==> config.mk <==
export PLATFORM = sky130hd
export DESIGN_NAME = door_access_ctrl
export DESIGN_NICKNAME = d
export VERILOG_FILES = /design/src/rtl/door_access_ctrl.sv
export SDC_FILE = /design/constraint.sdc
export NUM_CORES = 1
export LEC_CHECK = 0
export CAP_MARGIN = 0
export CORE_UTILIZATION = 63
export CTS_CLUSTER_DIAMETER = 120
export DETAILED_ROUTE_END_ITERATION = 7
export PLACE_DENSITY_LB_ADDON = 0.25
export SETUP_SLACK_MARGIN = 0.1
export SLEW_MARGIN = 10
export SYNTH_ARGS = -nofsm -noshare
export SYNTH_HDL_FRONTEND = slang
export SYNTH_SLANG_ARGS = --single-unit
==> constraint.sdc <==
create_clock -name clock -period 6.8 [get_ports clock]
set_clock_uncertainty 0.05 [all_clocks]
set_input_delay 0.68 -clock clock [delete_from_list [all_inputs] [get_ports clock]]
set_output_delay 0.68 -clock clock [all_outputs]
set_load 0.05 [all_outputs]
==> src/rtl/door_access_ctrl.sv <==
// Two-panel door access controller: round-robin sharing of one serial code
// checker, timed unlock pulse, and alarm lockout after repeated failures.
module door_access_ctrl #(
   parameter int                  CODE_LEN   = 7,
   parameter logic [CODE_LEN-1:0] CODE       = 7'b1101011,
   parameter int                  TIMEOUT    = 255,
   parameter int                  UNLOCK_CYC = 1000,
   parameter int                  MAX_FAIL   = 3,
   parameter int                  LOCK_CYC   = 5000
) (
   input  logic                           clock,
   input  logic                           reset,
   input  logic                           req_a,
   input  logic                           bit_valid_a,
   input  logic                           bit_a,
   input  logic                           req_b,
   input  logic                           bit_valid_b,
   input  logic                           bit_b,
   output logic                           gnt_a,
   output logic                           gnt_b,
   output logic                           unlock,
   output logic                           alarm,
   output logic [$clog2(MAX_FAIL+1)-1:0]  fail_cnt
);
   localparam int T_MAX0 = (TIMEOUT > UNLOCK_CYC) ? TIMEOUT : UNLOCK_CYC;
   localparam int T_MAX  = (T_MAX0 > LOCK_CYC) ? T_MAX0 : LOCK_CYC;
   localparam int TW     = $clog2(T_MAX + 1);
   localparam int FW     = $clog2(MAX_FAIL + 1);
   localparam int CW     = $clog2(CODE_LEN + 1);

   localparam logic [TW-1:0] TO_LAST  = TW'(TIMEOUT - 1);
   localparam logic [TW-1:0] UNL_END  = TW'(UNLOCK_CYC);
   localparam logic [TW-1:0] LCK_END  = TW'(LOCK_CYC);
   localparam logic [FW-1:0] FAIL_MAX = FW'(MAX_FAIL);
   localparam logic [CW-1:0] CNT_LAST = CW'(CODE_LEN - 1);

   typedef enum logic [2:0] {
      S_IDLE,
      S_COLLECT,
      S_CHECK,
      S_UNLOCK,
      S_LOCKOUT
   } state_t;

   state_t                state_q, state_d;
   logic                  gnt_a_q, gnt_a_d;
   logic                  gnt_b_q, gnt_b_d;
   logic                  unlock_q, unlock_d;
   logic                  alarm_q, alarm_d;
   logic                  rr_q, rr_d;          // 0: panel A wins a tie, 1: panel B
   logic [FW-1:0]         fail_cnt_q, fail_cnt_d;
   logic [CW-1:0]         cnt_q, cnt_d;
   logic [TW-1:0]         timer_q, timer_d;
   logic [CODE_LEN-1:0]   shreg_q, shreg_d;

   logic                  accept;
   logic                  bit_in;
   logic                  req_own;
   logic                  grant_b;
   logic                  fail_now;
   logic [FW-1:0]         fail_inc;
   logic [TW-1:0]         timer_inc;

   assign accept    = (gnt_a_q & bit_valid_a) | (gnt_b_q & bit_valid_b);
   assign bit_in    = gnt_a_q ? bit_a : bit_b;
   assign req_own   = gnt_a_q ? req_a : req_b;
   assign fail_inc  = fail_cnt_q + FW'(1);
   assign timer_inc = (timer_q == '1) ? timer_q : timer_q + TW'(1);

   always_comb begin
      state_d    = state_q;
      gnt_a_d    = gnt_a_q;
      gnt_b_d    = gnt_b_q;
      unlock_d   = 1'b0;
      alarm_d    = 1'b0;
      rr_d       = rr_q;
      fail_cnt_d = fail_cnt_q;
      cnt_d      = cnt_q;
      timer_d    = timer_q;
      shreg_d    = shreg_q;
      grant_b    = 1'b0;
      fail_now   = 1'b0;

      case (state_q)
         S_IDLE: begin
            timer_d = '0;
            cnt_d   = '0;
            shreg_d = '0;
            if (req_a | req_b) begin
               if (req_a & req_b) begin
                  grant_b = rr_q;
                  rr_d    = ~rr_q;
               end else begin
                  grant_b = req_b;
               end
               gnt_a_d = ~grant_b;
               gnt_b_d = grant_b;
               state_d = S_COLLECT;
            end
         end
         S_COLLECT: begin
            // Final bit beats a simultaneous req drop; any bit beats the timeout.
            if (accept && cnt_q == CNT_LAST) begin
               shreg_d = {shreg_q[CODE_LEN-2:0], bit_in};
               timer_d = '0;
               gnt_a_d = 1'b0;
               gnt_b_d = 1'b0;
               state_d = S_CHECK;
            end else if (!req_own) begin
               gnt_a_d = 1'b0;
               gnt_b_d = 1'b0;
               state_d = S_IDLE;
            end else if (accept) begin
               shreg_d = {shreg_q[CODE_LEN-2:0], bit_in};
               cnt_d   = cnt_q + CW'(1);
               timer_d = '0;
            end else if (timer_q == TO_LAST) begin
               fail_now = 1'b1;
            end else begin
               timer_d = timer_inc;
            end
         end
         S_CHECK: begin
            timer_d = '0;
            if (shreg_q == CODE) begin
               fail_cnt_d = '0;
               state_d    = S_UNLOCK;
            end else begin
               fail_now = 1'b1;
            end
         end
         S_UNLOCK: begin
            if (timer_q == UNL_END) begin
               timer_d = '0;
               state_d = S_IDLE;
            end else begin
               unlock_d = 1'b1;
               timer_d  = timer_inc;
            end
         end
         S_LOCKOUT: begin
            if (timer_q == LCK_END) begin
               timer_d    = '0;
               fail_cnt_d = '0;
               state_d    = S_IDLE;
            end else begin
               alarm_d = 1'b1;
               timer_d = timer_inc;
            end
         end
         default: state_d = S_IDLE;
      endcase

      // Timeouts and mismatches share one failure path.
      if (fail_now) begin
         fail_cnt_d = fail_inc;
         timer_d    = '0;
         gnt_a_d    = 1'b0;
         gnt_b_d    = 1'b0;
         state_d    = (fail_inc == FAIL_MAX) ? S_LOCKOUT : S_IDLE;
      end
   end

   always_ff @(posedge clock) begin
      if (reset) begin
         state_q    <= S_IDLE;
         gnt_a_q    <= 1'b0;
         gnt_b_q    <= 1'b0;
         unlock_q   <= 1'b0;
         alarm_q    <= 1'b0;
         rr_q       <= 1'b0;
         fail_cnt_q <= '0;
         cnt_q      <= '0;
         timer_q    <= '0;
         shreg_q    <= '0;
      end else begin
         state_q    <= state_d;
         gnt_a_q    <= gnt_a_d;
         gnt_b_q    <= gnt_b_d;
         unlock_q   <= unlock_d;
         alarm_q    <= alarm_d;
         rr_q       <= rr_d;
         fail_cnt_q <= fail_cnt_d;
         cnt_q      <= cnt_d;
         timer_q    <= timer_d;
         shreg_q    <= shreg_d;
      end
   end

   assign gnt_a    = gnt_a_q;
   assign gnt_b    = gnt_b_q;
   assign unlock   = unlock_q;
   assign alarm    = alarm_q;
   assign fail_cnt = fail_cnt_q;

endmodule

Yosys cells after proc, flatten, opt, wreduce, memory -nomap -nowiden
Cells that the tools add are included.
{"block": "classes", "n_shift": 0, "mul": 0, "n_mux": 48, "n_eq_ne": 24, "addsub": 3, "order_cmp": 0, "div_mod_pow": 0, "n_reduce_logical": 16, "bitwise_logic": 9}
{"cell": "$mux W13", "count": 7}
{"cell": "$pmux W13 S4", "count": 1}
{"cell": "$mux W3", "count": 11}
{"cell": "$eq A13 B13 Y1 const B", "count": 2}
{"cell": "$mux W7", "count": 3}
{"cell": "$ne A3 B3 Y1 const B", "count": 7}
{"cell": "$mux W1", "count": 16}
{"cell": "$pmux W3 S5", "count": 1}
{"cell": "$reduce_and A3 Y1", "count": 5}
{"cell": "$pmux W7 S2", "count": 1}
{"cell": "$add A13 B1 Y13 const B", "count": 1}
{"cell": "$eq A13 B10 Y1 const B", "count": 1}
{"cell": "$eq A13 B8 Y1 const B", "count": 1}
{"cell": "$ne A2 B2 Y1 const B", "count": 4}
{"cell": "$ne A4 B4 Y1 const B", "count": 2}
{"cell": "$reduce_or A2 Y1", "count": 4}
{"cell": "$eq A7 B7 Y1 const B", "count": 1}
{"cell": "$eq A3 B2 Y1 const B", "count": 2}
{"cell": "$eq A3 B3 Y1 const B", "count": 2}
{"cell": "$mux W2", "count": 3}
{"cell": "$pmux W1 S2", "count": 3}
{"cell": "$pmux W3 S2", "count": 1}
{"cell": "$reduce_and A5 Y1", "count": 1}
{"cell": "$not A1 Y1", "count": 4}
{"cell": "13 further kinds", "count": 16}
{"block": "totals", "out_inout_bits": 6, "ram_bits": 0, "mem_bits_ro": 0, "n_memories": 0, "latchBits": 0, "ff_bits": 33}

Longest topological paths before layout
{"block": "logic_depth", "ltp_word": 8, "ltp_mapped": 9, "depth_no_buf": 7}

Least setup slack after synthesis
No wires, ideal clock.
{"block": "synth_timing", "kind": "register -> register", "startpoint": "register gnt_a_q, in the netlist gnt_a", "endpoint": "register timer_q[2]", "setup_time_ns": 0.086, "required_ns": 6.664, "slack_ns": 4.430, "arrival_time_ns": 2.235, "path_buffers": 1, "stages_incl_launch_ff": 7, "cell_sequence": "dfxtp_1 -> a22oi_2 -> nand2b_4 -> a32o_2 -> buf_2 -> or4_1 -> a211oi_1"}
{"block": "synth_via", "elab_chain_len": 7, "word_cells_on_any_way": 16, "cone_classes": "eq/ne (2); mux (9); bitwise (2); reduce/logical (3)"}
{"element": "start, declared", "line": "46", "rtl": "logic gnt_a_q, gnt_a_d;"}
{"element": "start signal, assigned", "line": "178", "rtl": "gnt_a_q <= gnt_a_d;"}
{"element": "$and A1 B1 Y1", "line": "64", "rtl": "assign accept = (gnt_a_q & bit_valid_a) | (gnt_b_q & bit_valid_b);"}
{"element": "$or A1 B1 Y1", "line": "64"}
{"element": "$mux W1", "line": "113", "rtl": "end else if (accept) begin"}
{"element": "$mux W1", "line": "109", "rtl": "end else if (!req_own) begin"}
{"element": "$mux W1", "line": "103", "rtl": "if (accept && cnt_q == CNT_LAST) begin"}
{"element": "$pmux W1 S2", "line": "84", "rtl": "case (state_q)"}
{"element": "$reduce_or A2 Y1 (no source line)"}
{"element": "end signal, assigned", "line": "185", "rtl": "timer_q <= timer_d;"}
{"element": "end, declared", "line": "53", "rtl": "logic [TW-1:0] timer_q, timer_d;"}
Several ways; a longest one is shown, not always the timed one. The select of a mux whose other input is x is not followed.
A chain may end at the register's enable or synchronous reset.

Worst setup path after layout
{"block": "layout_timing", "startpoint": "register timer_q[0]", "endpoint": "register timer_q[9]"}
{"block": "layout_via", "elab_chain_len": 7, "word_cells_on_any_way": 21, "cone_classes": "add/sub (1); eq/ne (5); mux (13); reduce/logical (2)"}
{"element": "$add A13 B1 Y13 (tied with other cells)", "line": "68", "rtl": "assign timer_inc = (timer_q == '1) ? timer_q : timer_q + TW'(1);"}
{"element": "$mux W13 / $mux W1 (equally long branches)", "line": "68, 117"}
{"element": "$mux W13 / $mux W1 (equally long branches)", "line": "117, 113"}
{"element": "$mux W13 / $mux W1 (equally long branches)", "line": "113, 109"}
{"element": "$mux W13 / $mux W1 (equally long branches)", "line": "109, 103"}
{"element": "$mux W13 / $pmux W1 S2 (equally long branches)", "line": "103, 84"}
{"element": "$pmux W13 S4 / $reduce_or A2 Y1 (equally long branches)"}
Several ways; a longest one is shown, not always the timed one. The select of a mux whose other input is x is not followed.

==> results.sh <==
export IMPL_yosysMostFrequentCell="dfxtp_1"
export IMPL_relSlewSlack_pct=41.1
export IMPL_rows=19
export IMPL_ant_nets=0
export IMPL_final_area_um2=2180
export IMPL_use_met3_pct=4.24
export IMPL_pre_cts_ws_ps=3590
export IMPL_numCtsBuffers=5
export IMPL_power_frac_clock_pct=37.5
export IMPL_worst_pin_slew_ps=882
export IMPL_start_util_pct=68.8
export IMPL_n_fill_cell=213
export IMPL_critical_path_top_delay_family="simple AND/OR/NAND/NOR gates"
export IMPL_slew_viol_final=0
export IMPL_grt_start_max_net_pins=25
export IMPL_routed_via_count=1834
export IMPL_insertion_delay_ps=360
export IMPL_grt_util_met1_pct=37.1
export IMPL_cts_setup_buffers=0
export IMPL_cts_sinks=33
export IMPL_antenna_found_initial=0
export IMPL_critPathLaunchType="flop"
export IMPL_endpoint_kind="flop"
export IMPL_grt_pass1_vias=1767
export IMPL_grt_overflow_total=0
export IMPL_critPathMaxStageDelay_ps=600
export IMPL_cp_buffers_inverters=1
export IMPL_htreeDepth=2
export IMPL_layout_setup_ws_ps=3970
export IMPL_die_h_um=58.1
export IMPL_setup_tns_final_ps=0
export IMPL_r2r_slack_ps=3970
export IMPL_cts_tree="yes"
export IMPL_required_ps=6950
export IMPL_yosysWarnings=0
export IMPL_routabilityCongestion=0.950
export IMPL_synth_area_top_cells="dfxtp_1 (33%), mux2i_1 (5.1%), a211oi_1 (4.6%)"
export IMPL_dieArea_um2=3370
export IMPL_ys_flop_type="dfxtp_1"
export IMPL_portBuffers=13
export IMPL_io_pins=14
export IMPL_clk_path_buf_depth=2
export IMPL_drc=1
export IMPL_p_seq_share_pct=48.8
export IMPL_worst_setup_path_type="flop to flop"
export IMPL_finish_utilization_pct=75.8
export IMPL_synth_area_leader_cell="dfxtp_1"
export IMPL_place_hpwl_mm=3.47
export IMPL_postPlaceCellArea_um2=2090
export IMPL_power_density_nw_per_um2=192
export IMPL_core_region_area_um2=2880
export IMPL_hold_path_class="flop to flop"
export IMPL_top_usage_layer="met2"
export IMPL_finalCriticalPeriod_ps=2830
export IMPL_path_max_fanout=13
export IMPL_seq_area_um2=661
export IMPL_leakagePower_nw=0.744
export IMPL_status="complete, but fails checks"
export IMPL_routedWlPerCell_um=17.2
export IMPL_syn_avg_cell_area_um2=8.68
export IMPL_routed_wl_mm=4.79
export IMPL_syn_instance_count=228
export IMPL_area_growth_pct=10.1
export IMPL_power_uw=418
export IMPL_die_x_um=58.1
export IMPL_placed_cells=270
export IMPL_synth_edff_count=0
export IMPL_cts_resized=0
export IMPL_stdcell_count=278
export IMPL_crit_slowest_cell="nor4_4"
export IMPL_multi_input_area_um2=1230
export IMPL_yosys_register_bits=33
export IMPL_nets=249
export IMPL_grt_met2_usage_pct=54.7
export IMPL_final_hold_viol_count=0
export IMPL_async_reset_ff_share_pct=0
export IMPL_p_switching_uw=111
export IMPL_netlist_top_cells_count="dfxtp_1 (33), nor2_1 (22), nand3_1 (15)"
export IMPL_ir_worst_vdd_mv=0.219
export IMPL_rsz0062_at_grt="false"
export IMPL_comb_power_share_pct=13.7
export IMPL_initialDrtViolationCount=102
export IMPL_detail_route_first_pass_iterations=6
export IMPL_yosys_area_top_type_share_pct=33.4
export IMPL_switching_share_pct=26.5
export IMPL_fmax_mhz=353
export IMPL_synth_fp_nets=242
export IMPL_netlist_area_um2=1980
export IMPL_arrival_ps=2990
export IMPL_ys_types=54
export IMPL_max_cap_viol_count=0
export IMPL_ys_seq_area_share_pct=33.4
export IMPL_finalSetupViolCount=0
export IMPL_grt_pass1_wl_mm=8.03
export IMPL_violations="DRC"
export IMPL_hold_ws_ps=407
export IMPL_drive_gt1_share_pct=8.05
export IMPL_p_int_uw=307
export IMPL_clk_pin_slew_ps=100
export IMPL_diodes=0
export IMPL_root_buffer="clkbuf_4"
export IMPL_routed_via_density=6.60
export IMPL_fin_crit_sh_pct=41.7
export IMPL_crit_chain="inv_1 > ha_1 > nor4bb_1 > or4b_4 > a32o_2 > nor4_4 > a211oi_1"
export IMPL_groute_usage_overall_pct=31.4
export IMPL_holdBufCountCts=0
==> flip-flops by register name (all words and copies together), names as in the netlist <==
signal    cells
alarm         1
cnt_q         3
fail_cnt      2
gnt_a         1
gnt_b         1
rr_q          1
shreg_q       7
state_q       3
timer_q      13
unlock        1
==> cell usage in the layout, fill, tap and decap left out, types with 3 or more instances in the layout <==
master and count:
or3_1 4, o31ai_1 9, ha_1 6, dfxtp_1 33, a211oi_1 12, inv_1 6
mux2i_1 10, nand2_1 9, or4_1 9, clkdlybuf4s50_1 13, nand2b_1 8, and2_1 7
nor2_1 22, nor3_1 3, o21ai_0 5, nand3_1 15, nand4_1 4, a21oi_1 8
clkbuf_4 5
==> final cells by class <==
class,count,area share [%]
Clock buffer,7,2.53
Clock inverter,1,1.38
Inverter,6,1.03
Multi-Input combinational cell,176,56.4
Sequential cell,33,30.3
Tap cell,42,2.41
Timing Repair Buffer,13,5.97
==> layer usage <==
layer / part of all wire (%) / vias to the layer above
li1: - / 882
met1: 43 / 869
met2: 49 / 68
met3: 5.7 / 15
met4: 2.3 / 0
met5: 0 / -
==> worst register-to-register path, delay by kind of cell (launching register included) <==
family                   cells  cell delay (ps)
AND/OR/NAND/NOR              3             1570
AO/OA/AOI/OAI                2              430
flip-flops                   1              360
adder cells (fa/ha/maj)      1              160
buffers and inverters        1              110
==> worst paths after layout <==
path | startpoint | to | cells after the start
worst max-delay path | timer_q[0] | timer_q[9] | 7
worst min-delay path | fail_cnt[0] | fail_cnt[0] | 1
worst max register to register | timer_q[0] | timer_q[9] | 7
worst min register to register | fail_cnt[0] | fail_cnt[0] | 1
==> power by group through the flow <==
stage / Sequential [mW] / Clock, mW / Combinational [mW]
2_1_floorplan: 0.209 / 0 / 0.0422
3_3_place_gp: 0.208 / 0 / 0.0540
3_5_place_dp: 0.208 / 0 / 0.0570
4_1_cts: 0.204 / 0.158 / 0.0571
5_1_grt: 0.205 / 0.167 / 0.0620
6_report: 0.204 / 0.157 / 0.0573
==> logic make-up (layout without fill, tap and decap cells) <==
family	count (synthesis)	count (layout)	share of synthesized area, %
AO/OA/AOI/OAI	56	56	21.4
XOR/XNOR	4	4	1.77
adder cells (fa/ha/maj)	6	6	3.79
buffers and inverters	19	27	4.55
flip-flops	33	33	33.4
multiplexers	10	10	5.06
AND/OR/NAND/NOR	100	100	30.0
(Power assumes the default switching activity.)
